### src/rtl/mem_arbiter_pkg.sv
// Shared encodings for the unified-memory arbiter and its store lane aligner.
package mem_arbiter_pkg;

    // Access size as presented on d_size; 11 behaves as a word access.
    typedef enum logic [1:0] {
        SZ_BYTE = 2'b00,
        SZ_HALF = 2'b01,
        SZ_WORD = 2'b10,
        SZ_RSVD = 2'b11
    } size_t;

    // Which port the read in flight belongs to.
    typedef enum logic [1:0] {
        OWN_NONE = 2'b00,
        OWN_I    = 2'b01,
        OWN_D    = 2'b10
    } owner_t;

    // Byte-lane masks before shifting into position.
    localparam logic [3:0] MASK_NONE = 4'b0000;
    localparam logic [3:0] MASK_BYTE = 4'b0001;
    localparam logic [3:0] MASK_HALF = 4'b0011;
    localparam logic [3:0] MASK_WORD = 4'b1111;

endpackage

### src/rtl/mem_arbiter_align.sv
// Store lane aligner: turns size + low address bits + LSB-justified data into
// byte enables, lane-replicated data and a misalignment flag.
module store_lane_align
    import mem_arbiter_pkg::*;
(
    input  logic [1:0]  size,
    input  logic [1:0]  addr_lo,
    input  logic [31:0] wdata,
    output logic [3:0]  mask,
    output logic [31:0] lane_data,
    output logic        misalign
);

    // Decode the access size into lane mask, replicated data and alignment.
    always_comb begin
        mask      = MASK_NONE;
        lane_data = wdata;
        misalign  = 1'b0;
        case (size_t'(size))
            SZ_BYTE: begin
                mask      = MASK_BYTE << addr_lo;
                lane_data = {4{wdata[7:0]}};
            end
            SZ_HALF: begin
                mask      = MASK_HALF << {addr_lo[1], 1'b0};
                lane_data = {2{wdata[15:0]}};
                misalign  = addr_lo[0];
            end
            default: begin
                mask      = MASK_WORD;
                lane_data = wdata;
                misalign  = (addr_lo != 2'b00);
            end
        endcase
    end

endmodule

### src/rtl/mem_arbiter.sv
// Arbiter sharing one single-port 1-cycle-latency BRAM between the fetch port
// (I) and the load/store port (D). D has priority; a starve counter lets I
// win once after STARVE_LIMIT consecutive denials.
module mem_arbiter
    import mem_arbiter_pkg::*;
#(
    parameter int ADDR_W       = 12,
    parameter int STARVE_LIMIT = 4
) (
    input  logic              clk,
    input  logic              rst,
    input  logic              i_req,
    input  logic [31:0]       i_addr,
    output logic              i_gnt,
    output logic              i_rvalid,
    output logic [31:0]       i_rdata,
    input  logic              d_req,
    input  logic              d_we,
    input  logic [1:0]        d_size,
    input  logic [31:0]       d_addr,
    input  logic [31:0]       d_wdata,
    output logic              d_gnt,
    output logic              d_rvalid,
    output logic [31:0]       d_rdata,
    output logic              d_misalign,
    output logic              mem_en,
    output logic [3:0]        mem_we,
    output logic [ADDR_W-1:0] mem_addr,
    output logic [31:0]       mem_wdata,
    input  logic [31:0]       mem_rdata
);

    localparam logic [3:0] STARVE_MAX = 4'(STARVE_LIMIT);

    logic [3:0]  starve;
    owner_t      owner;
    logic        mis_load;
    logic        sel_i;
    logic        sel_d;
    logic        d_mis;
    logic [3:0]  lane_mask;
    logic [31:0] lane_data;
    logic [31:0] i_hold;
    logic [31:0] d_hold;
    logic        unused_addr_bits;

    // Word addressing drops the byte offset and anything above the memory depth.
    assign unused_addr_bits = ^{i_addr[1:0], i_addr[31:ADDR_W+2], d_addr[31:ADDR_W+2]};

    store_lane_align u_align (
        .size      (d_size),
        .addr_lo   (d_addr[1:0]),
        .wdata     (d_wdata),
        .mask      (lane_mask),
        .lane_data (lane_data),
        .misalign  (d_mis)
    );

    // Pick the winner this cycle; nothing is granted while reset is held.
    always_comb begin
        sel_i = !rst && i_req && (!d_req || (starve == STARVE_MAX));
        sel_d = !rst && d_req && !sel_i;
    end

    assign i_gnt = sel_i;
    assign d_gnt = sel_d;

    // Drive the memory port from the winner; misaligned D accesses touch nothing.
    always_comb begin
        mem_en    = 1'b0;
        mem_we    = MASK_NONE;
        mem_addr  = '0;
        mem_wdata = '0;
        if (sel_i) begin
            mem_en   = 1'b1;
            mem_addr = i_addr[ADDR_W+1:2];
        end else if (sel_d) begin
            mem_addr = d_addr[ADDR_W+1:2];
            if (!d_mis) begin
                mem_en = 1'b1;
                if (d_we) begin
                    mem_we    = lane_mask;
                    mem_wdata = lane_data;
                end
            end
        end
    end

    // Count consecutive cycles I waits, saturating at the limit.
    always_ff @(posedge clk or posedge rst) begin
        if (rst) begin
            starve <= '0;
        end else if (!i_req || sel_i) begin
            starve <= '0;
        end else if (starve != STARVE_MAX) begin
            starve <= starve + 4'd1;
        end
    end

    // Track which port owns the returning read and raise the response strobes.
    always_ff @(posedge clk or posedge rst) begin
        if (rst) begin
            owner      <= OWN_NONE;
            i_rvalid   <= 1'b0;
            d_rvalid   <= 1'b0;
            d_misalign <= 1'b0;
            mis_load   <= 1'b0;
        end else begin
            if (sel_i) begin
                owner <= OWN_I;
            end else if (sel_d && !d_we && !d_mis) begin
                owner <= OWN_D;
            end else begin
                owner <= OWN_NONE;
            end
            i_rvalid   <= sel_i;
            d_rvalid   <= sel_d && !d_we;
            d_misalign <= sel_d && d_mis;
            mis_load   <= sel_d && !d_we && d_mis;
        end
    end

    // Remember the last delivered word so rdata holds while rvalid is low.
    always_ff @(posedge clk) begin
        if (owner == OWN_I) begin
            i_hold <= mem_rdata;
        end
        if (d_rvalid) begin
            d_hold <= d_rdata;
        end
    end

    assign i_rdata = (owner == OWN_I) ? mem_rdata : i_hold;
    assign d_rdata = (owner == OWN_D) ? mem_rdata : (mis_load ? 32'h0 : d_hold);

endmodule

### config.mk
export PLATFORM = sky130hd
export DESIGN_NAME = mem_arbiter
export DESIGN_NICKNAME = d
export VERILOG_FILES = /design/src/rtl/mem_arbiter_pkg.sv /design/src/rtl/mem_arbiter_align.sv /design/src/rtl/mem_arbiter.sv
export SDC_FILE = /design/constraint.sdc
export NUM_CORES = 1
export LEC_CHECK = 0
export BUFFER_PORTS_ARGS = -buffer_cell sky130_fd_sc_hd__buf_4
export CELL_PAD_IN_SITES_DETAIL_PLACEMENT = 0
export CELL_PAD_IN_SITES_GLOBAL_PLACEMENT = 2
export CORE_MARGIN = 4
export CORE_UTILIZATION = 25
export CTS_BUF_LIST = sky130_fd_sc_hd__clkbuf_16
export DETAILED_ROUTE_END_ITERATION = 6
export PLACE_DENSITY = 0.88
export SKIP_CTS_REPAIR_TIMING = 1
export SLEW_MARGIN = 20
export SYNTH_ARGS = -nofsm -noshare
export SYNTH_HDL_FRONTEND = slang
export SYNTH_SLANG_ARGS = --single-unit
### constraint.sdc
create_clock -name clk -period 2.96 [get_ports clk]
set_clock_uncertainty 0.15 [all_clocks]
set_input_delay 0.148 -clock clk [delete_from_list [all_inputs] [get_ports clk]]
set_output_delay 0.148 -clock clk [all_outputs]
set_load 0.01 [all_outputs]
### Word level (Yosys, flattened, before mapping)

Index checks and enable logic that the tools add are counted.

| storage, ports and cells | value |
|---|---|
| register bits | 74 |
| logic and storage cells | 58 |

| operators by class | value |
|---|---|
| reductions and logical operators | 19 |
| shift-type cells | 2 |
| mux-type cells | 23 |
| add/sub/neg operators | 1 |
| equal/unequal tests | 5 |

Operators by type and width:

| operator | number |
|---|---|
| $mux W32 | 7 |
| $pmux W32 S2 | 1 |
| $mux W12 | 2 |
| $mux W4 | 6 |
| $logic_and A1 B1 Y1 | 8 |
| $pmux W4 S2 | 1 |
| $logic_not A1 Y1 | 6 |
| $add A4 B1 Y4 const B | 1 |
| $eq A2 B1 Y1 const B | 2 |
| $eq A4 B3 Y1 const B | 1 |
| $mux W2 | 2 |
| $ne A4 B3 Y1 const B | 1 |
| $reduce_bool A2 Y1 | 2 |
| $shl A1 B2 Y4 const A | 1 |
| $shl A2 B2 Y4 const A | 1 |
| $mux W1 | 3 |
| $eq A2 B2 Y1 const B | 1 |
| $logic_not A2 Y1 | 1 |
| $logic_or A1 B1 Y1 | 2 |
| $pmux W1 S2 | 1 |

### Longest topological paths before layout

| depth | value |
|---|---|
| depth in word-level cells | 9 |
| depth in mapped cells | 7 |
| gate-level depth less buffers | 6 |

### Hierarchy

From an unflattened synthesis, not the netlist that was laid out.

| second synthesis, totals | value |
|---|---|
| cells, all modules | 369 |
| area, all modules | 3903.7 um^2 |

By module, submodules not included:

| module | cells an instance | area each (um^2) | times used |
|---|---|---|---|
| mem_arbiter | 306 | 3380.7 | 1 |
| store_lane_align | 63 | 523.0 | 1 |

### Worst setup path before layout

OpenSTA, ideal clock, no wires.

| timing | value |
|---|---|
| kind | register -> output |
| start | register starve[0] |
| end | output mem_wdata[6] |
| arrival time | 1572 ps |
| path slack | 1090 ps |
| cell stages (with the launch flop) | 7 |
| cells stage by stage | dfrtp_1 inv_1 ha_1 nand4b_1 nand4_2 buf_2 nor3b_1 |

| between the ends | value |
|---|---|
| cells in the longest elaborated chain, start to end | 7 |

Ends and longest elaborated chain:

| what | line | source |
|---|---|---|
| start: declaration | mem_arbiter.sv:35 | `logic [3:0] starve;` |
| start signal: assignment | mem_arbiter.sv:96 | `starve <= starve + 4'd1;` |
| $eq A4 B3 Y1 (*) | mem_arbiter.sv:61 | `sel_i = !rst && i_req && (!d_req \|\| (starve == STARVE_MAX));` |
| $logic_or A1 B1 Y1 (*) | mem_arbiter.sv:61 |  |
| $logic_and A1 B1 Y1 (*) | mem_arbiter.sv:61 |  |
| $logic_not A1 Y1 | mem_arbiter.sv:62 | `sel_d = !rst && d_req && !sel_i;` |
| $logic_and A1 B1 Y1 | mem_arbiter.sv:62 |  |
| $mux W32 | mem_arbiter.sv:77 | `end else if (sel_d) begin` |
| $mux W32 (*) | mem_arbiter.sv:74 | `if (sel_i) begin` |
| end: declaration | mem_arbiter.sv:29 | `output logic [31:0] mem_wdata,` |

Every way passes the cells marked *; elsewhere a longest branch is shown, timed or not.

### Worst setup path in the final report

| timing | value |
|---|---|
| start | input rst |
| end | output mem_wdata[16] |

| between the ends | value |
|---|---|
| cells in the longest elaborated chain, start to end | 7 |
| elaborated cells between the ends (all ways) | 8 |

Ends and longest elaborated chain:

| what | line | source |
|---|---|---|
| start: declaration | mem_arbiter.sv:11 | `input logic rst,` |
| $logic_not A1 Y1 (no line) (*) | n/a |  |
| $logic_and A1 B1 Y1 (2 in a row) | mem_arbiter.sv:61 |  |
| $logic_not A1 Y1 | mem_arbiter.sv:62 |  |
| $logic_and A1 B1 Y1 | mem_arbiter.sv:62 |  |
| $mux W32 | mem_arbiter.sv:77 |  |
| $mux W32 (*) | mem_arbiter.sv:74 |  |

Marked as above.

==> results.txt <==
- Status: finished, violations left
* Violations in the final reports: hold timing
* Top achievable clock speed: 370 MHz
- Prior to clock tree synthesis, the placed netlist has a worst setup slack of 0.630 ns.
- R2r setup slk: 1.07 ns
- Setup slack of the critical path after layout: 0.257 ns
- 0 antenna diodes ended up in the layout.
- Hold slack: -0.00274 ns
- Global-route wire length before repair: 18,700 µm
* Setup crit start: rst
* Max cap viols: 0
* Net count after synthesis: 487
* Launch instance of the worst register-to-register path: starve[0]
- Setup repair after global routing left no endpoint under its margin.
- Fraction of final layout cells sized beyond drive strength 1: 0.490
- Die outline area: 17,100 µm²
- The first routing iteration left 146 violations.
- In this run the critical register-to-register path is captured at owner[0].
- Fraction of synthesized cell area taken by the top area cell type: 0.255
* Reg clk slew, reported paths: 0.05 ns
- Num rows: 44
* Clk Latency, worst-skew pair: 0.32 ns
- The root buffer cell chosen for the clock tree is sky130_fd_sc_hd__clkbuf_16.
- In the synthesized netlist the async set-or-reset flop fraction comes to 0.123.
- Actual slew at the worst max-slew pin: 0.887 ns
- In the routed design, unresolved DRC markers number 0.
* Port buffer count: 214
* LEAKAGE: 2.81 nW
- Cell count of the worst hold path: 3
- Detailed placement finished with a half-perimeter wire length of 9340 µm.
* Number of warnings reported in the yosys synthesis log: 0
* Core box area: 14,600 µm²
- For this run, the share of the core covered by cells in the final layout is 0.420.
- Clock period minus worst slack: 2.70 ns
- Worst supply voltage drop on vdd: 0.250 mV
- Worst min path class: input port to register
* Post-route fraction of the period consumed by the critical path: 0.913
- Filler cell count in the final layout: 1,409
- The worst hold path begins at i_req.
* Routed length per placed instance: 15.9 µm
- Vias in the first global route: 3,590
- The area growth from synthesis to layout is 63.5%.
- Yosys mapped a number of flops with a built-in enable equal to 32.
- Number of vias after detailed routing: 3,542
* Crit Path Category: input port to output port
- Final Setup Violations: 0
- For this run, the leading register cell type out of synthesis is sky130_fd_sc_hd__edfxtp_1.
* Post-DR vias/cell: 4.55
- By count the netlist is led by 64 x sky130_fd_sc_hd__nand2_1, 38 x sky130_fd_sc_hd__mux2_2, 32 x sky130_fd_sc_hd__dfxtp_1, 32 x sky130_fd_sc_hd__edfxtp_1, 32 x sky130_fd_sc_hd__nand3b_1.
- The cell area that synthesis handed to floorplanning was 3760 µm².
- For this run, the total global-route usage over all layers was measured as 0.138.
* Ranking of synthesized cells by area: sky130_fd_sc_hd__edfxtp_1 26%, sky130_fd_sc_hd__dfxtp_1 17%, sky130_fd_sc_hd__mux2_2 11%, sky130_fd_sc_hd__mux2i_1 6.7%, sky130_fd_sc_hd__nand2_1 6.4%
- Headroom to the max-slew limit came out at 0.408.
* Final-layout setup total negative slack: 0 ns
- Count of final hold-check violations: 1
- Of all nets on the critical path, the largest fanout is 16.
- At the worst endpoint, the arrival time is 2.40 ns.
- Post-layout nets: 726
- Summed over all layers, the global routing overflow is 0.
- Avg Inst Size Synth: 10.7 µm²
- In the final layout, flip-flops and latches occupy 1830 µm².
- Number of sinks driven by the clock tree: 73
- The synthesized netlist contains 37 unique library cells.
- Maximum buffer depth of the clock tree: 2
- Depth of the worst register-to-register path: 4
* Initial Util: 0.257
- Synth Register Bits: 73
* Critical path endpoint category: output port
- Power spread over the standard cell area amounts to 495 nW/µm².
- I/O pin cnt: 253
- Library cell with the largest summed area after synthesis: sky130_fd_sc_hd__edfxtp_1
- Required @ worst endpoint: 2.66 ns
- First drt pass iteration count: 4
* H-tree depth: 3
- The share of the Yosys chip area taken by registers is 0.486.
- Counting the buffers created by CTS gives 9.
- Kind of start point of the critical path: input port
* Die height: 131 µm
- Pin count of the biggest net entering global routing: 33
- Initial antenna violation count: 0
* Multi-input logic area: 1790 µm²
* Max-slew violation count: 0
- The count of nets left with antenna violations once routing finished came out at 0.
* Wire length reported by the detailed router: 12,400 µm
* Clock tree from TritonCTS: built
- Routability-driven placement finished with a final weighted congestion of 0.769.
- Overall die width: 131 µm
- The cell count after synthesis came out at 350.
* Most frequent cell after synthesis: sky130_fd_sc_hd__nand2_1
* Worst Hold Endpoint: starve[1]
[stage by stage]
step	cell area, µm²	instances	total power, W
3_5_place_dp	5520	728	0.00199
6_report	6150	778	0.00304
5_1_grt	6150	778	0.00321
4_1_cts	5810	744	0.00306
2_1_floorplan	3760	350	0.00158
3_3_place_gp	5520	728	0.00197
[layout make-up]
class                           count  share of cell area
Timing Repair Buffer              254               0.324
Sequential cell                    73               0.297
Multi-Input combinational cell    245               0.291
Tap cell                          184              0.0374
Clock buffer                        9              0.0366
Clock inverter                      7              0.0104
Inverter                            6             0.00366
[worst max-delay path, cell delays in order]
cell	delay [ns]
sky130_fd_sc_hd__dlygate4sd3_1	0.55
sky130_fd_sc_hd__buf_4	0.17
sky130_fd_sc_hd__inv_1	0.34
sky130_fd_sc_hd__nand4_2	0.47
sky130_fd_sc_hd__buf_4	0.34
sky130_fd_sc_hd__nor3_1	0.22
sky130_fd_sc_hd__buf_4	0.16
[routing by layer]
| layer | routed length (µm) | up-vias | part of all wire | GRT usage |
|---|---|---|---|---|
| met5 | 0 | - | 0 | 0 |
| met4 | 112 | 0 | 0.0090 | 0.0375 |
| met3 | 1100 | 7 | 0.089 | 0.0508 |
| met2 | 6150 | 149 | 0.50 | 0.243 |
| met1 | 5030 | 1637 | 0.41 | 0.157 |
| li1 | - | 1749 | - | - |
[sequential cells by signal, indices dropped and copies added, names as in the netlist]
name        flops
d_hold         32
d_misalign      1
d_rvalid        1
i_hold         32
mis_load        1
owner           2
starve          4
[cell families after synthesis]
kind of cell,count (synthesis),share of synthesized area
and+or+nand+nor,153,0.220
AOI/OAI and AO/OA,21,0.0522
buffers and inverters,32,0.0402
xor gates and xnor gates,4,0.00931
muxes,65,0.186
adders and majority gates,2,0.00665
DFF,73,0.486
[worst max-delay path by stage]
stage | endpoint | slack [ns] | depth (start not counted)
3_5_place_dp | mem_wdata[1] | 0.63 | 7
3_3_place_gp | mem_wdata[25] | 0.72 | 7
6_report | mem_wdata[16] | 0.26 | 7
4_1_cts | mem_wdata[21] | 0.27 | 7
2_1_floorplan | mem_wdata[6] | 1.09 | 6
5_1_grt | mem_wdata[29] | 0.04 | 7
[layout by cell type, fill, tap and decap left out, types with 4 or more instances in the layout]
master	count
sky130_fd_sc_hd__a22o_2	12
sky130_fd_sc_hd__buf_4	220
sky130_fd_sc_hd__clkbuf_16	9
sky130_fd_sc_hd__dfrtp_1	9
sky130_fd_sc_hd__dfxtp_1	32
sky130_fd_sc_hd__dlygate4sd3_1	34
sky130_fd_sc_hd__edfxtp_1	32
sky130_fd_sc_hd__inv_1	8
sky130_fd_sc_hd__mux2_2	38
sky130_fd_sc_hd__mux2i_1	25
sky130_fd_sc_hd__nand2_1	64
sky130_fd_sc_hd__nand3b_1	32
sky130_fd_sc_hd__nor2_1	4
sky130_fd_sc_hd__nor3_1	30
sky130_fd_sc_hd__nor3b_1	9
[power by group]
part / switching [W] / internal, W / total [W]
Sequential: 0.0000331 / 0.00118 / 0.00121
Combinational: 0.000349 / 0.000435 / 0.000784
Clock: 0.000405 / 0.000645 / 0.00105
Total: 0.000787 / 0.00226 / 0.00304
Power figures use the tool's default switching activity.
